$ cat src/rtl/otter_alu_decode_stage_if.sv
// ID->EX handshake and payload bundle for the ALU decode stage.
// master drives the instruction side, slave is the decode stage itself.
interface otter_alu_decode_stage_if #(
  parameter int unsigned XLEN = 32
);
  logic            i_valid;
  logic [31:0]     i_instr;
  logic [XLEN-1:0] i_pc;
  logic [XLEN-1:0] i_rs1_data;
  logic [XLEN-1:0] i_rs2_data;
  logic            i_stall;
  logic            i_flush;
  logic            o_ready;
  logic            o_valid;
  logic [10:0]     o_alu_fun;
  logic [XLEN-1:0] o_op_1;
  logic [XLEN-1:0] o_op_2;
  logic [4:0]      o_rd;
  logic            o_rd_we;
  logic            o_illegal;

  modport master (
    output i_valid, i_instr, i_pc, i_rs1_data, i_rs2_data, i_stall, i_flush,
    input  o_ready, o_valid, o_alu_fun, o_op_1, o_op_2, o_rd, o_rd_we, o_illegal
  );

  modport slave (
    input  i_valid, i_instr, i_pc, i_rs1_data, i_rs2_data, i_stall, i_flush,
    output o_ready, o_valid, o_alu_fun, o_op_1, o_op_2, o_rd, o_rd_we, o_illegal
  );
endinterface

$ cat src/rtl/otter_alu_decode_stage.sv
// Registered RV32I ID->EX stage: decodes the instruction into a one-hot ALU
// function word plus both ALU operands, with valid/stall handshake and flush.
module otter_alu_decode_stage #(
  parameter int unsigned XLEN = 32
) (
  input logic                     i_clk,
  input logic                     i_rst,
  otter_alu_decode_stage_if.slave bus
);
  localparam int unsigned FUN_W = 11;
  typedef logic [FUN_W-1:0] alu_fun_t;

  localparam alu_fun_t ALU_ADD = 11'h001;
  localparam alu_fun_t ALU_SRL = 11'h020;
  localparam alu_fun_t ALU_SUB = 11'h100;
  localparam alu_fun_t ALU_SRA = 11'h200;
  localparam alu_fun_t ALU_LUI = 11'h400;

  localparam logic [6:0] OPC_OP       = 7'b0110011;
  localparam logic [6:0] OPC_OP_IMM   = 7'b0010011;
  localparam logic [6:0] OPC_LUI      = 7'b0110111;
  localparam logic [6:0] OPC_AUIPC    = 7'b0010111;
  localparam logic [6:0] OPC_JAL      = 7'b1101111;
  localparam logic [6:0] OPC_JALR     = 7'b1100111;
  localparam logic [6:0] OPC_LOAD     = 7'b0000011;
  localparam logic [6:0] OPC_STORE    = 7'b0100011;
  localparam logic [6:0] OPC_BRANCH   = 7'b1100011;
  localparam logic [6:0] OPC_MISC_MEM = 7'b0001111;
  localparam logic [6:0] OPC_SYSTEM   = 7'b1110011;

  localparam logic [6:0] F7_ZERO = 7'b0000000;
  localparam logic [6:0] F7_ALT  = 7'b0100000;

  logic [31:0] instr;
  logic [6:0]  opcode;
  logic [2:0]  funct3;
  logic [6:0]  funct7;
  logic [4:0]  rd;
  logic [XLEN-1:0] imm_i, imm_s, imm_b, imm_u;
  alu_fun_t    base_fun;

  assign instr  = bus.i_instr;
  assign opcode = instr[6:0];
  assign rd     = instr[11:7];
  assign funct3 = instr[14:12];
  assign funct7 = instr[31:25];
  assign imm_i  = {{(XLEN-12){instr[31]}}, instr[31:20]};
  assign imm_s  = {{(XLEN-12){instr[31]}}, instr[31:25], instr[11:7]};
  assign imm_b  = {{(XLEN-13){instr[31]}}, instr[31], instr[7], instr[30:25], instr[11:8], 1'b0};
  assign imm_u  = {instr[31:12], 12'b0};
  // For the non-alternate ops the one-hot bit index equals funct3.
  assign base_fun = alu_fun_t'(1) << funct3;

  alu_fun_t        dec_fun;
  logic [XLEN-1:0] dec_op1, dec_op2;
  logic            dec_we, dec_ill;

  // Combinational RV32I decode of the incoming instruction.
  always_comb begin
    dec_fun = ALU_ADD;
    dec_op1 = '0;
    dec_op2 = '0;
    dec_we  = 1'b0;
    dec_ill = 1'b0;
    case (opcode)
      OPC_OP: begin
        dec_op1 = bus.i_rs1_data;
        dec_op2 = bus.i_rs2_data;
        dec_we  = 1'b1;
        if (funct7 == F7_ZERO)                         dec_fun = base_fun;
        else if (funct7 == F7_ALT && funct3 == 3'b000) dec_fun = ALU_SUB;
        else if (funct7 == F7_ALT && funct3 == 3'b101) dec_fun = ALU_SRA;
        else                                           dec_ill = 1'b1;
      end
      OPC_OP_IMM: begin
        dec_op1 = bus.i_rs1_data;
        dec_op2 = imm_i;
        dec_we  = 1'b1;
        case (funct3)
          3'b001: begin
            if (funct7 == F7_ZERO) dec_fun = base_fun;
            else                   dec_ill = 1'b1;
          end
          3'b101: begin
            if (funct7 == F7_ZERO)     dec_fun = ALU_SRL;
            else if (funct7 == F7_ALT) dec_fun = ALU_SRA;
            else                       dec_ill = 1'b1;
          end
          default: dec_fun = base_fun;
        endcase
      end
      OPC_LUI: begin
        dec_fun = ALU_LUI;
        dec_op1 = imm_u;
        dec_we  = 1'b1;
      end
      OPC_AUIPC: begin
        dec_op1 = bus.i_pc;
        dec_op2 = imm_u;
        dec_we  = 1'b1;
      end
      OPC_JAL, OPC_JALR: begin
        dec_op1 = bus.i_pc;
        dec_op2 = XLEN'(4);
        dec_we  = 1'b1;
        if (opcode == OPC_JALR && funct3 != 3'b000) dec_ill = 1'b1;
      end
      OPC_LOAD: begin
        dec_op1 = bus.i_rs1_data;
        dec_op2 = imm_i;
        dec_we  = 1'b1;
      end
      OPC_STORE: begin
        dec_op1 = bus.i_rs1_data;
        dec_op2 = imm_s;
      end
      OPC_BRANCH: begin
        dec_op1 = bus.i_pc;
        dec_op2 = imm_b;
        if (funct3 == 3'b010 || funct3 == 3'b011) dec_ill = 1'b1;
      end
      OPC_MISC_MEM, OPC_SYSTEM: ;
      default: dec_ill = 1'b1;
    endcase
    // Illegal instructions travel down as harmless adds with zero operands.
    if (dec_ill) begin
      dec_fun = ALU_ADD;
      dec_op1 = '0;
      dec_op2 = '0;
      dec_we  = 1'b0;
    end
    if (rd == 5'd0) dec_we = 1'b0;
  end

  logic            valid_q, valid_d;
  alu_fun_t        fun_q, fun_d;
  logic [XLEN-1:0] op1_q, op1_d, op2_q, op2_d;
  logic [4:0]      rd_q, rd_d;
  logic            we_q, we_d;
  logic            ill_q, ill_d;
  logic            ready, load;

  assign ready = !valid_q || !bus.i_stall;
  assign load  = bus.i_valid && ready && !bus.i_flush;

  // Output register next-state: flush, then load, then hold, else drain.
  always_comb begin
    valid_d = valid_q;
    fun_d   = fun_q;
    op1_d   = op1_q;
    op2_d   = op2_q;
    rd_d    = rd_q;
    we_d    = we_q;
    ill_d   = ill_q;
    if (bus.i_flush) begin
      valid_d = 1'b0;
      we_d    = 1'b0;
      fun_d   = ALU_ADD;
      ill_d   = 1'b0;
    end else if (load) begin
      valid_d = 1'b1;
      fun_d   = dec_fun;
      op1_d   = dec_op1;
      op2_d   = dec_op2;
      rd_d    = rd;
      we_d    = dec_we;
      ill_d   = dec_ill;
    end else if (!(valid_q && bus.i_stall)) begin
      valid_d = 1'b0;
      we_d    = 1'b0;
    end
  end

  always_ff @(posedge i_clk) begin
    if (i_rst) begin
      valid_q <= 1'b0;
      fun_q   <= ALU_ADD;
      op1_q   <= '0;
      op2_q   <= '0;
      rd_q    <= '0;
      we_q    <= 1'b0;
      ill_q   <= 1'b0;
    end else begin
      valid_q <= valid_d;
      fun_q   <= fun_d;
      op1_q   <= op1_d;
      op2_q   <= op2_d;
      rd_q    <= rd_d;
      we_q    <= we_d;
      ill_q   <= ill_d;
    end
  end

  assign bus.o_ready   = ready;
  assign bus.o_valid   = valid_q;
  assign bus.o_alu_fun = fun_q;
  assign bus.o_op_1    = op1_q;
  assign bus.o_op_2    = op2_q;
  assign bus.o_rd      = rd_q;
  assign bus.o_rd_we   = we_q;
  assign bus.o_illegal = ill_q;

`ifdef FORMAL
  logic chk_armed;
  always_ff @(posedge i_clk) chk_armed <= 1'b1;
  always_ff @(posedge i_clk) begin
    if (chk_armed) assert ($onehot(fun_q));
  end
`elsif SIM
  logic chk_armed;
  always_ff @(posedge i_clk) chk_armed <= 1'b1;
  always_ff @(posedge i_clk) begin
    if (chk_armed) assert ($onehot(fun_q));
  end
`endif
endmodule

$ cat src/flat_wrapper.sv
// flat-port wrapper written by rule: the top's interface ports become plain ports
module otter_alu_decode_stage_flat 
#(
  parameter int unsigned XLEN = 32
)
  (i_clk, i_rst, bus_i_valid, bus_i_instr, bus_i_pc, bus_i_rs1_data, bus_i_rs2_data, bus_i_stall, bus_i_flush, bus_o_ready, bus_o_valid, bus_o_alu_fun, bus_o_op_1, bus_o_op_2, bus_o_rd, bus_o_rd_we, bus_o_illegal);
  otter_alu_decode_stage_if #(.XLEN(XLEN)) bus_i ();
  input logic i_clk;
  input logic i_rst;
  input wire logic [$bits(bus_i.i_valid)-1:0] bus_i_valid;
  input wire logic [$bits(bus_i.i_instr)-1:0] bus_i_instr;
  input wire logic [$bits(bus_i.i_pc)-1:0] bus_i_pc;
  input wire logic [$bits(bus_i.i_rs1_data)-1:0] bus_i_rs1_data;
  input wire logic [$bits(bus_i.i_rs2_data)-1:0] bus_i_rs2_data;
  input wire logic [$bits(bus_i.i_stall)-1:0] bus_i_stall;
  input wire logic [$bits(bus_i.i_flush)-1:0] bus_i_flush;
  output wire logic [$bits(bus_i.o_ready)-1:0] bus_o_ready;
  output wire logic [$bits(bus_i.o_valid)-1:0] bus_o_valid;
  output wire logic [$bits(bus_i.o_alu_fun)-1:0] bus_o_alu_fun;
  output wire logic [$bits(bus_i.o_op_1)-1:0] bus_o_op_1;
  output wire logic [$bits(bus_i.o_op_2)-1:0] bus_o_op_2;
  output wire logic [$bits(bus_i.o_rd)-1:0] bus_o_rd;
  output wire logic [$bits(bus_i.o_rd_we)-1:0] bus_o_rd_we;
  output wire logic [$bits(bus_i.o_illegal)-1:0] bus_o_illegal;
  assign bus_i.i_valid = bus_i_valid;
  assign bus_i.i_instr = bus_i_instr;
  assign bus_i.i_pc = bus_i_pc;
  assign bus_i.i_rs1_data = bus_i_rs1_data;
  assign bus_i.i_rs2_data = bus_i_rs2_data;
  assign bus_i.i_stall = bus_i_stall;
  assign bus_i.i_flush = bus_i_flush;
  assign bus_o_ready = bus_i.o_ready;
  assign bus_o_valid = bus_i.o_valid;
  assign bus_o_alu_fun = bus_i.o_alu_fun;
  assign bus_o_op_1 = bus_i.o_op_1;
  assign bus_o_op_2 = bus_i.o_op_2;
  assign bus_o_rd = bus_i.o_rd;
  assign bus_o_rd_we = bus_i.o_rd_we;
  assign bus_o_illegal = bus_i.o_illegal;
  otter_alu_decode_stage #(.XLEN(XLEN)) u_core (.i_clk(i_clk), .i_rst(i_rst), .bus(bus_i));
endmodule
$ cat config.mk
export PLATFORM = sky130hd
export DESIGN_NAME = otter_alu_decode_stage_flat
export DESIGN_NICKNAME = d
export VERILOG_FILES = /design/src/rtl/otter_alu_decode_stage_if.sv /design/src/rtl/otter_alu_decode_stage.sv /design/src/flat_wrapper.sv
export SDC_FILE = /design/constraint.sdc
export NUM_CORES = 1
export LEC_CHECK = 0
export CORE_UTILIZATION = 39
export CTS_CLUSTER_SIZE = 25
export DETAILED_ROUTE_END_ITERATION = 8
export PLACE_DENSITY = 0.86
export SYNTH_ARGS = -nofsm -noshare
export SYNTH_HDL_FRONTEND = slang
export SYNTH_SLANG_ARGS = --single-unit
$ cat constraint.sdc
create_clock -name i_clk -period 2.3 [get_ports i_clk]
set_input_delay 0.23 -clock i_clk [delete_from_list [all_inputs] [get_ports i_clk]]
set_output_delay 0.23 -clock i_clk [all_outputs]
set_load 0.01 [all_outputs]
[Word level (Yosys, flattened, before mapping)]
Cells that the tools add are included.
Word-level totals
  register bits: 83
  bits of input ports: 133
  output and inout bits: 84
Cells by class
  equal/unequal tests: 17
  shifts and indexed selects: 1
  mux-type cells: 29
  bitwise operators: 1
  reductions and logical operators: 23
Operators by type and width (count)
  32-bit one-hot mux with 6 select lines: 1
  32-bit one-hot mux with 3 select lines: 1
  32-bit 2-to-1 mux: 2
  11-bit 2-to-1 mux: 5
  11-bit one-hot mux with 3 select lines: 1
  7-bit by 6-bit == test with 1-bit output (second input constant): 4
  7-bit == test (second input constant): 4
  11-bit one-hot mux with 2 select lines: 1
  10-bit 2-to-1 mux: 2
  7-bit by 5-bit == test with 1-bit output (second input constant): 2
  1-bit 2-to-1 mux: 14
  1-bit by 3-bit left shift with 11-bit output (first input constant): 1
  4-bit OR reduction: 2
  7-bit by 2-bit == test with 1-bit output (second input constant): 1
  7-bit by 4-bit == test with 1-bit output (second input constant): 1
  7-bit logical NOT: 1
  7-bit OR reduction: 1
  3-bit by 2-bit == test with 1-bit output (second input constant): 2
  1-bit logical AND: 6
  2-bit OR reduction: 3
  6-bit OR reduction: 1
  5-bit logical NOT: 1
  1-bit one-hot mux with 5 select lines: 1
  3-bit by 1-bit == test with 1-bit output (second input constant): 1
  other kinds (9): 12

[Longest topological paths before layout]
Gate-level depths: netlist (run 1).
  word-level depth: 9
  mapped depth: 7

[Worst setup path after synthesis (run 1)]
Ideal clock, no wire load.
  kind: input to register
  start: in bus_i_instr[12]
  end: reg u_core.op1_q[24], in the netlist u_core.bus.o_op_1[24]
  library setup time: 0.069 ns
  arrival: 1.675 ns
  setup slack: 0.556 ns
  stages: 7
  buffers on the path: 2
  cells stage by stage: clkbuf_1 > xor2_1 > o21ai_0 > a211oi_2 > or4_4 > buf_6 > o21ai_1
Between the ends
  word-level cells in the longest chain between the ends: 7
  elaborated cells on any way between the ends: 18
RTL lines
  start: declaration: RTL line flat_wrapper.sv:11  | input wire logic [$bits(bus_i.i_instr)-1:0] bus_i_instr;
  3-bit == test: RTL line otter_alu_decode_stage.sv:72, otter_alu_decode_stage.sv:79
  1-bit logical AND: RTL line otter_alu_decode_stage.sv:72  | else if (funct7 == F7_ALT && funct3 == 3'b101) dec_fun = ALU_SRA;
  1-bit 2-to-1 mux: RTL line otter_alu_decode_stage.sv:72
  1-bit 2-to-1 mux: RTL line otter_alu_decode_stage.sv:71  | else if (funct7 == F7_ALT && funct3 == 3'b000) dec_fun = ALU_SUB;
  1-bit 2-to-1 mux: RTL line otter_alu_decode_stage.sv:70  | if (funct7 == F7_ZERO) dec_fun = base_fun;
  1-bit one-hot mux with 5 select lines (*): RTL line otter_alu_decode_stage.sv:65  | case (opcode)
  32-bit 2-to-1 mux (*): RTL line otter_alu_decode_stage.sv:126  | if (dec_ill) begin
  end signal: assignment: RTL line otter_alu_decode_stage.sv:186  | op1_q <= op1_d;
  end: declaration: RTL line otter_alu_decode_stage.sv:137  | logic [XLEN-1:0] op1_q, op1_d, op2_q, op2_d;
Mark *: on every way between the ends. The rest lies on a longest branch, timed or not.
A chain may end at the register's enable or synchronous reset.

[Worst setup path in the final report (run 1)]
  start: in bus_i_instr[26]
  end: reg u_core.op1_q[2], in the netlist u_core.bus.o_op_1[2]
Between the ends
  word-level cells in the longest chain between the ends: 7
  elaborated cells on any way between the ends: 13
RTL lines (RTL line)
  7-bit by 6-bit == test with 1-bit output: otter_alu_decode_stage.sv:71, otter_alu_decode_stage.sv:72, otter_alu_decode_stage.sv:86
  1-bit logical AND: otter_alu_decode_stage.sv:72
  1-bit 2-to-1 mux: otter_alu_decode_stage.sv:72
  1-bit 2-to-1 mux: otter_alu_decode_stage.sv:71
  1-bit 2-to-1 mux: otter_alu_decode_stage.sv:70
  1-bit one-hot mux with 5 select lines (*): otter_alu_decode_stage.sv:65
  32-bit 2-to-1 mux (*): otter_alu_decode_stage.sv:126
Marked as above.

==> impl_results.md, run 1 <==
* RR Endpoint: u_core.bus.o_op_1[2]$_SDFFE_PP0P_
* VDD IR-drop max at approximately 0.00032 V
* Synthesized flop and latch total at 83
* Final instance area at 6656 um2
* Drt total wl at approximately 15000 um
* Cell Area, Synth at 3827 um2
* Port Buffers at between 200 and 250
* Fmax at roughly 450 MHz
* DR pass1 iterations at 8
* RSZ-0062 raised after global routing: no
* Hold EP: u_core.bus.o_op_1[27]$_SDFFE_PP0P_
* GPL Wtd Cong at just over 0.9
* Grt total ovfl at 0
* Run status: finished, final reports clean
* Vias at around 4700
* Hold_buf cts at 0
* Largest net degree at the start of global routing at 50
* Crit-path slowest cell: or4_4
* CP required at between 2 and 3 ns
* Chip Height at 101.1 um
* Slew headroom at about a fifth
* Dpl cell area at around 6400 um2
* Synth cell types at 50
* Clock Skew at between 0.008 and 0.009 ns
* Synth area leaders: dfxtp_1 43%, nand2_1 6.1%, o21ai_1 5.5%, a22o_1 5.5%, a221o_1 5.2%
* Hold Path Cell Cnt at 2
* Final Max Slew Viols at 0
* Worst R2R Start: u_core.bus.o_valid$_SDFFE_PP0P_
* Number of setup violations in the final report at 0
* Crit. Startpoint: bus_i_instr[26]
* Final Cycle Share at between 90% and 100%
* Ys Warns at 0
* Leakage at between 2 and 2.5 nW
* Routed vias/inst at between 5 and 6
* Tmin final at approximately 2.2 ns
* Avg WL per Cell at 18.89 um
* Final Hold Vio Count at 0
* Clock transition at path regs at roughly 0.1 ns
* H-Tree Depth at 3
* Seq/Total Area, Yosys at between 40% and 50%
* Post-synth EDFFs at 0
* Die area at just over 10000 um2
* Top cell type by total area after synthesis: dfxtp_1
* Slew @ Worst Pin at 1.181 ns
* Longest Clk Path Bufs at 2
* Syn Nets at 573
* Crit-path max cell delay at ~0.68 ns
* Final HPWL from detailed placement at roughly 11000 um
* Synth top area share at between 40% and 50%
* Asr flop ratio synth at 0%
* R2R depth at 6
* Hold wc startpoint: u_core.bus.o_op_1[27]$_SDFFE_PP0P_
* WS Path Type: input pin to register
* Synth-to-layout area growth at 73.91%
* Post-CTS Setup Inserts at 0
* CTS Sinks at between 80 and 90
* Critical-path maximum fanout at 32
* Primary FF master, synth: dfxtp_1
* Number of CTS-inserted buffers at 9
* Setup TNS at 0 ns
* Starting Density at 40.84%
* Ports at 217
* Root Buffer: clkbuf_8
* Worst R2R Setup Slack at 0.17 ns
* Share of cells above drive strength 1 at between 10% and 20%
* Row count at 35
* Hold crit path type: register to register
* Clk_lat worst skew at ~0.36 ns
* Data arrival time of the worst path at 2.51 ns
* Crit path launch type: input pin
* DRC at 0
* Antenna diode count at 0
* CTS tree: yes
* Fin Hold WS at about 0.45 ns
* Crit path cell chain: clkdlybuf4s50_1 -> nor4_2 -> and2_1 -> a211oi_4 -> buf_4 -> or4_4 -> o21ai_1
* Nets at ~820
* GRT Util Overall at just under 30%
* Crit. End Element: register
* Initial drt markers at between 300 and 400
* Core ar. at approximately 9400 um2
* Mapped Cells at 440
* Die W at 101.1 um
* Pwr dens at 444.6 nW/um2
* Final ANT Viol Nets at 0
* Vias in the first global route at roughly 4600
* Syn avg cell area at 8.699 um2
* Max-cap violations at 0
* Initial antenna violation count at 0
* First-pass GRT wire length at between 20000 and 25000 um
## logic make-up (layout without fill, tap and decap cells)
group	count (synthesis)	after routing	share of synthesized area [%]
AO/OA/AOI/OAI	187	187	35.99
AND/OR/NAND/NOR	124	125	14.97
flip-flops	83	83	43.41
XOR/XNOR	1	1	0.2289
multiplexers	1	1	0.2615
buffers and inverters	44	292	5.132
## synthesized netlist by cell type (2+ instances only)
cell / number
a32o_1: 5
a31oi_1: 2
a222oi_1: 20
buf_6: 3
nand2b_1: 4
a221o_1: 20
dfxtp_1: 83
a21oi_1: 25
nand2_1: 62
nor2_1: 26
buf_2: 7
nor4_2: 2
and3_1: 4
clkbuf_1: 30
inv_1: 4
nor4_1: 2
a22oi_1: 26
nor3_1: 3
o21ai_1: 42
a22o_1: 24
nor2b_1: 5
nand3_1: 4
o21ai_0: 7
or3_1: 2
and2_1: 3
## worst max-delay path: cells and delay by family
kind,cells,cell delay (ns)
simple gates,3,1.30
compound gates,2,0.35
buf+inv,2,0.61
## metrics by stage
stage	setup slack [ns]	cells	utilization (%)	total power [W]
floorplan	0.5563	440	-	0.001634
global placement	-0.3112	801	68.83	0.002003
detailed placement	-0.3933	801	68.83	0.002011
CTS	0.02590	818	70.85	0.002963
global route	0.02337	818	71.03	0.003075
finish	0.07971	818	71.03	0.002959
## area by class of cell
type | instances | area [um2]
clock buffer | 9 | 123.9
timing repair buffer | 272 | 2620
multi-input combinational | 314 | 2021
inverter | 4 | 15.01
sequential | 83 | 1662
tap | 129 | 161.4
clock inverter | 7 | 53.80
fill | 764 | 2715
## where the power goes
part	switching (W)	leakage (nW)	total (W)	internal, W
Clock	0.000570	0.0871	0.000969	0.000400
Combinational	0.000228	1.59	0.000543	0.000315
Sequential	0.00000444	0.669	0.00145	0.00144
## layer usage
metal / global-route usage, % / share of wire [%]
met1: 34.86 / 40
met5: 0 / 0
met4: 10.26 / 1.9
met3: 6.935 / 10
met2: 51.44 / 48
## registers in the layout, indices dropped and copies added, names as in the netlist
name and cells:
u_core.bus.o_alu_fun 11, u_core.bus.o_illegal 1, u_core.bus.o_op_1 32, u_core.bus.o_op_2 32
u_core.bus.o_rd 5, u_core.bus.o_rd_we 1, u_core.bus.o_valid 1
## layout by cell type, fill, tap and decap left out, types with 5 or more instances in the layout
cell type and n:
clkdlybuf4s50_1 216, a32o_1 5, a22o_1 24, a22oi_1 26, nand2_1 62, a222oi_1 20, nor2b_1 5, o21ai_1 43
o21ai_0 6, a21oi_1 25, dfxtp_1 83, a221o_1 20, buf_4 53, nor2_1 25, clkbuf_8 9
## timing repair
item                                    CTS  global route
cloned                                    1             0
endpoints found under the setup margin    2            11
gates resized for setup                   0             3
## worst max path at each step
| stage | to | slack [ns] | cells after the start |
|---|---|---|---|
| after floorplan | u_core.bus.o_op_1[24]$_SDFFE_PP0P_ | 0.56 | 7 |
| after global placement | u_core.bus.o_op_2[0]$_SDFFE_PP0P_ | -0.31 | 6 |
| after detailed placement | u_core.bus.o_op_2[0]$_SDFFE_PP0P_ | -0.39 | 7 |
| after CTS | u_core.bus.o_op_2[14]$_SDFFE_PP0P_ | 0.03 | 7 |
| after global routing | u_core.bus.o_op_1[24]$_SDFFE_PP0P_ | 0.02 | 6 |
| final | u_core.bus.o_op_1[2]$_SDFFE_PP0P_ | 0.08 | 7 |
Power figures use the tool's default switching activity.
==> inputs of run 2 (changes only) <==
--- a/config.mk
+++ b/config.mk
@@ -5,6 +5,7 @@
 export SDC_FILE = /design/constraint.sdc
 export NUM_CORES = 1
 export LEC_CHECK = 0
+export CORE_MARGIN = 3
 export CORE_UTILIZATION = 39
 export CTS_CLUSTER_SIZE = 25
 export DETAILED_ROUTE_END_ITERATION = 8
==> impl_results.md, run 2 (synthesized netlist as in run 1, its figures left out) <==
* Run status: finished, final reports clean (unchanged)
* VDD IR-drop max at 0.0002766 V (was 0.0003213 V)
* Crit-path slowest cell: or4_4 (unchanged)
* Avg WL per Cell at 20.01 um (was 18.89 um)
* Row count at 35 (unchanged)
* Area occupied by registers at 1662 um2 (unchanged)
* RSZ-0062 raised after global routing: no (unchanged)
* Routed vias/inst at 5.910 (was 5.691)
* Leakage at 2.392 nW (was 2.350 nW)
* Post-CTS Setup Inserts at 0 (unchanged)
* Slew headroom at 48.17% (was 21.06%)
* Longest Clk Path Bufs at 2 (unchanged)
* Data arrival time of the worst path at 2.45 ns (was 2.51 ns)
* Register share of total power at 45.4% (was 48.9%)
* CP required at 2.58 ns (was 2.59 ns)
* Final Cycle Share at 94.28% (was 96.53%)
* Hold_buf cts at 0 (unchanged)
* GRT Util Overall at 28.55% (was 29.34%)
* Crit path cell chain: clkdlybuf4s50_1 -> o21ai_0 -> o2111ai_1 -> buf_4 -> a22o_1 -> or4_4 -> o21ai_1 (was clkdlybuf4s50_1 -> nor4_2 -> and2_1 -> a211oi_4 -> buf_4 -> or4_4 -> o21ai_1)
* Dpl cell area at 6475 um2 (was 6450 um2)
* WS Path Type: input pin to register (unchanged)
* Antenna diode count at 0 (unchanged)
* Die W at 105.1 um (was 101.1 um)
* Clk_lat worst skew at 0.35 ns (was 0.36 ns)
* Pwr dens at 473.1 nW/um2 (was 444.6 nW/um2)
* Hold crit path type: register to register (unchanged)
* CTS tree: yes (unchanged)
* Core ar. at 9371 um2 (unchanged)
* Share of cells above drive strength 1 at 12.17% (was 12.05%)
* Ports at 217 (unchanged)
* Vias in the first global route at 4795 (was 4585)
* First-pass GRT wire length at 25310 um (was 23300 um)
* Final Max Slew Viols at 0 (unchanged)
* Fin Hold WS at 0.4507 ns (was 0.4537 ns)
* Largest net degree at the start of global routing at 65 (was 50)
* DRC at 0 (unchanged)
* Post-Place Cells at 801 (unchanged)
* Total Power at 0.003189 W (was 0.002959 W)
* Vias at 4840 (was 4655)
* DR pass1 iterations at 8 (unchanged)
* H-Tree Depth at 3 (unchanged)
* Number of setup violations in the final report at 0 (unchanged)
* Grt total ovfl at 0 (unchanged)
* Tmin final at 2.168 ns (was 2.220 ns)
* Crit path launch type: input pin (unchanged)
* Root Buffer: clkbuf_8 (unchanged)
* Crit-path max cell delay at 0.64 ns (was 0.68 ns)
* Synth-to-layout area growth at 76.10% (was 73.91%)
* Post-route insts no fill at 819 (was 818)
* Multi-input logic area at 2032 um2 (was 2021 um2)
* Clock Skew at 0.006097 ns (was 0.008121 ns)
* CTS Sinks at 83 (unchanged)
* Fmax at 461.2 MHz (was 450.4 MHz)
* Worst R2R Start: u_core.bus.o_valid$_SDFFE_PP0P_ (unchanged)
* Final instance area at 6740 um2 (was 6656 um2)
* Worst path bufs/invs at 2 (unchanged)
* Setup TNS at 0 ns (unchanged)
* Commonest non-fill, non-tap cell in the layout: clkdlybuf4s50_1 (unchanged)
* Number of CTS-inserted buffers at 9 (unchanged)
* Chip Height at 105.1 um (was 101.1 um)
* Max-cap violations at 0 (unchanged)
* Starting Density at 40.84% (unchanged)
* Drt total wl at 16390 um (was 15450 um)
* Logic pwr share at 17.3% (was 18.3%)
* Most frequent cells in the layout: 215 x clkdlybuf4s50_1, 83 x dfxtp_1, 62 x nand2_1, 51 x buf_4, 43 x o21ai_1 (was 216 x clkdlybuf4s50_1, 83 x dfxtp_1, 62 x nand2_1, 53 x buf_4, 43 x o21ai_1)
* Final HPWL from detailed placement at 12170 um (was 11500 um)
* Initial antenna violation count at 0 (unchanged)
* GPL Wtd Cong at 0.9113 (was 0.9294)
* Hold wc startpoint: u_core.bus.o_op_1[3]$_SDFFE_PP0P_ (was u_core.bus.o_op_1[27]$_SDFFE_PP0P_)
* Slew @ Worst Pin at 0.7775 ns (was 1.181 ns)
* CP top delay family: compound AO/OA/AOI/OAI gates (was simple AND/OR/NAND/NOR gates)
* FILL cells at 754 (was 764)
* Clock transition at path regs at 0.09 ns (was 0.10 ns)
* Crit. Startpoint: bus_i_instr[14] (was bus_i_instr[26])
* Port Buffers at 216 (unchanged)
* Sw Pwr at 0.0008090 W (was 0.0008020 W)
* Crit. End Element: register (unchanged)
* Final ANT Viol Nets at 0 (unchanged)
* Final Hold Vio Count at 0 (unchanged)
* Initial drt markers at 451 (was 378)
* Critical-path maximum fanout at 16 (was 32)
* Sw Share at 25.37% (was 27.10%)
* Die area at 11040 um2 (was 10210 um2)
* Nets at 818 (was 817)
* Internal Power at 0.002380 W (was 0.002157 W)
* Clock Power Share at 37.3% (was 32.8%)
[run 2: cell types whose count changed in the layout (fill, tap and decap cells not counted), moves of 2 or more]
cell       change
buf_4          -2
buf_12         +2
bufinv_16      +2
inv_6          +2
[run 2: path summary, 6_finish.rpt]
path                                                            to  slack (ns)  cells after the start
worst min-delay path             u_core.bus.o_op_1[3]$_SDFFE_PP0P_        0.45                      2
worst max-delay path            u_core.bus.o_op_1[28]$_SDFFE_PP0P_        0.13                      7
worst min register to register   u_core.bus.o_op_1[3]$_SDFFE_PP0P_        0.45                      2
worst max register to register  u_core.bus.o_op_1[28]$_SDFFE_PP0P_        0.41                      5
[run 2: repair_timing]
item | in CTS | in global routing
cloned | 1 | 1
pin swaps | 1 | 0
resized for setup | 1 | 4
endpoints found under the setup margin | 22 | 32
[run 2: area by class of cell]
class	count	area share, %
flip-flops and latches	83	24.65
repair buffers	272	39.28
clock buffers	9	1.838
clock inverters	7	1.466
inverters	4	0.2228
well taps	129	2.395
multi-input cells	315	30.15
[run 2: layer usage]
metal  share of wire, %  track usage [%]
met5                  0                0
met4                3.6            12.93
met3                8.1            7.041
met2                 48            47.16
met1                 41            35.00
[run 2: worst min-delay path: stages, from the launching register on]
cell     delay, ns
dfxtp_1       0.32
nand2_1       0.05
o21ai_1       0.05
[run 2: through the flow]
step           setup WS, ns  util, %
3_5_place_dp        -0.4203    69.09
3_3_place_gp        -0.3547    69.09
4_1_cts             0.05237    71.70
5_1_grt             0.05553    71.92
2_1_floorplan        0.5563        -
6_report             0.1316    71.92
[run 2: power groups by stage]
stage	Combinational, W	Sequential, W	Clock [W]
3_3_place_gp	0.000528	0.00148	0
4_1_cts	0.000544	0.00145	0.00120
2_1_floorplan	0.000150	0.00148	0
3_5_place_dp	0.000536	0.00148	0
5_1_grt	0.000588	0.00145	0.00126
6_report	0.000552	0.00145	0.00119
==> inputs of run 3 (changes only) <==
--- a/config.mk
+++ b/config.mk
@@ -13,3 +13,4 @@
 export SYNTH_ARGS = -nofsm -noshare
 export SYNTH_HDL_FRONTEND = slang
 export SYNTH_SLANG_ARGS = --single-unit
+export TNS_END_PERCENT = 100
==> constraint.sdc (replaced) <==
create_clock -name i_clk -period 2.3 [get_ports i_clk]
set_input_delay 0.345 -clock i_clk [delete_from_list [all_inputs] [get_ports i_clk]]
set_output_delay 0.345 -clock i_clk [all_outputs]
set_load 0.01 [all_outputs]
==> impl_results.md, run 3 (synthesized netlist as in run 1, its figures left out) <==
* Run status: finished, final reports clean (unchanged)
* Tmin final at 2.173 ns (was 2.168 ns)
* Number of setup violations in the final report at 0 (unchanged)
* Core ar. at 9371 um2 (unchanged)
* Crit path cell chain: clkdlybuf4s50_1 -> nor4_2 -> buf_4 -> and2_1 -> a211oi_2 -> or4_4 -> o21ai_1 (was clkdlybuf4s50_1 -> o21ai_0 -> o2111ai_1 -> buf_4 -> a22o_1 -> or4_4 -> o21ai_1)
* Crit. End Element: register (unchanged)
* Routed vias/inst at 5.768 (was 5.910)
* CP required at 2.58 ns (about the same)
* RSZ-0062 raised after global routing: no (unchanged)
* Grt total ovfl at 0 (unchanged)
* Share of cells above drive strength 1 at 12.05% (was 12.17%)
* DRC at 0 (unchanged)
* Vias in the first global route at 4686 (was 4795)
* Slew @ Worst Pin at 0.5469 ns (was 0.7775 ns)
* Post-Place Cells at 802 (was 801)
* Chip Height at 105.1 um (unchanged)
* First-pass GRT wire length at 24290 um (was 25310 um)
* Fmax at 460.2 MHz (was 461.2 MHz)
* Final Max Slew Viols at 0 (unchanged)
* Hold_buf cts at 0 (unchanged)
* Crit-path slowest cell: or4_4 (unchanged)
* Initial drt markers at 391 (was 451)
* Number of CTS-inserted buffers at 9 (unchanged)
* Longest Clk Path Bufs at 2 (unchanged)
* VDD IR-drop max at 0.0003319 V (was 0.0002766 V)
* Max-cap violations at 0 (unchanged)
* GRT Util Overall at 27.26% (was 28.55%)
* Final instance area at 6715 um2 (was 6740 um2)
* Leakage at 2.385 nW (was 2.392 nW)
* Data arrival time of the worst path at 2.45 ns (about the same)
* Synth-to-layout area growth at 75.45% (was 76.10%)
* Drt total wl at 15530 um (was 16390 um)
* Clock transition at path regs at 0.09 ns (about the same)
* Dpl cell area at 6507 um2 (was 6475 um2)
* H-Tree Depth at 3 (unchanged)
* Multi-input logic area at 1992 um2 (was 2032 um2)
* Nets at 817 (was 818)
* Most frequent cells in the layout: 216 x clkdlybuf4s50_1, 83 x dfxtp_1, 62 x nand2_1, 50 x buf_4, 42 x o21ai_1 (was 215 x clkdlybuf4s50_1, 83 x dfxtp_1, 62 x nand2_1, 51 x buf_4, 43 x o21ai_1)
* Row count at 35 (unchanged)
* Post-CTS resize count at 0 (was 1)
* WS Path Type: input pin to register (unchanged)
* DR pass1 iterations at 8 (unchanged)
* Final HPWL from detailed placement at 12070 um (was 12170 um)
* FILL cells at 767 (was 754)
* Final Hold Vio Count at 0 (unchanged)
* Fin Hold WS at 0.4472 ns (was 0.4507 ns)
* Vias at 4718 (was 4840)
* Post-CTS Setup Inserts at 0 (unchanged)
* Clock Skew at 0.01119 ns (was 0.006097 ns)
* Initial antenna violation count at 0 (unchanged)
* Port Buffers at 216 (unchanged)
* Avg WL per Cell at 18.99 um (was 20.01 um)
* CTS tree: yes (unchanged)
* Ports at 217 (unchanged)
* Crit path launch type: input pin (unchanged)
* Final ANT Viol Nets at 0 (unchanged)
* Root Buffer: clkbuf_8 (unchanged)
* Hold crit path type: register to register (unchanged)
* Post-route insts no fill at 818 (was 819)
* Crit-path max cell delay at 0.70 ns (was 0.64 ns)
* Commonest non-fill, non-tap cell in the layout: clkdlybuf4s50_1 (unchanged)
* Starting Density at 40.84% (unchanged)
* Pwr dens at 461.8 nW/um2 (was 473.1 nW/um2)
* Area occupied by registers at 1662 um2 (unchanged)
* GPL Wtd Cong at 0.8668 (was 0.9113)
* Clk_lat worst skew at 0.35 ns (about the same)
* Largest net degree at the start of global routing at 65 (unchanged)
* CTS Sinks at 83 (unchanged)
* Die area at 11040 um2 (unchanged)
* Die W at 105.1 um (unchanged)
* Critical-path maximum fanout at 32 (was 16)
* Antenna diode count at 0 (unchanged)
* Final Cycle Share at 94.47% (was 94.28%)
* Slew headroom at 62.60% (was 48.17%)
run 3: routing by layer:
metal | routed length [um] | GRT usage (%) | part of all wire, % | vias to the layer above
met5 | 0 | 0 | 0 | -
met4 | 414 | 10.12 | 2.7 | 0
met3 | 1321 | 8.091 | 8.5 | 37
met2 | 7552 | 46.33 | 49 | 269
met1 | 6245 | 32.38 | 40 | 2230
li1 | - | - | - | 2182
run 3: area by class of cell:
class / count / share of cell area [%]
repair buffers: 273 / 39.87
multi-input cells: 313 / 29.66
flip-flops and latches: 83 / 24.74
well taps: 129 / 2.404
clock buffers: 9 / 1.845
clock inverters: 7 / 1.248
inverters: 4 / 0.2236
run 3: power by group:
part	switching (W)	total, W	internal [W]
combinational	0.000223	0.000537	0.000314
sequential	0.00000449	0.00145	0.00144
clock	0.000595	0.00112	0.000521
total	0.000822	0.00310	0.00228
run 3: worst paths after layout:
kind / from / cells past startpoint / slack, ns / endpoint
worst max-delay path: bus_i_instr[26] / 7 / 0.13 / u_core.bus.o_op_1[4]$_SDFFE_PP0P_
worst max register to register: u_core.bus.o_valid$_SDFFE_PP0P_ / 4 / 0.70 / u_core.bus.o_op_1[4]$_SDFFE_PP0P_
worst min register to register: u_core.bus.o_op_2[7]$_SDFFE_PP0P_ / 2 / 0.45 / u_core.bus.o_op_2[7]$_SDFFE_PP0P_
worst min-delay path: u_core.bus.o_op_2[7]$_SDFFE_PP0P_ / 2 / 0.45 / u_core.bus.o_op_2[7]$_SDFFE_PP0P_
run 3: critical path, delay by kind of cell:
kind | cells | cell delay [ns]
AOI/OAI and AO/OA | 2 | 0.28
buffers and inverters | 2 | 0.62
and+or+nand+nor | 3 | 1.19
run 3: per-stage QoR:
| step | setup TNS, ns | total power [W] | setup WS [ns] | util (%) |
|---|---|---|---|---|
| after floorplan | 0 | 0.001634 | 0.4413 | - |
| after global placement | -5.172 | 0.002003 | -0.1480 | 69.44 |
| after detailed placement | -9.260 | 0.002012 | -0.2594 | 69.44 |
| after CTS | 0 | 0.003113 | 0.1257 | 71.66 |
| after global routing | 0 | 0.003208 | 0.0004907 | 71.66 |
| final | 0 | 0.003101 | 0.1271 | 71.66 |
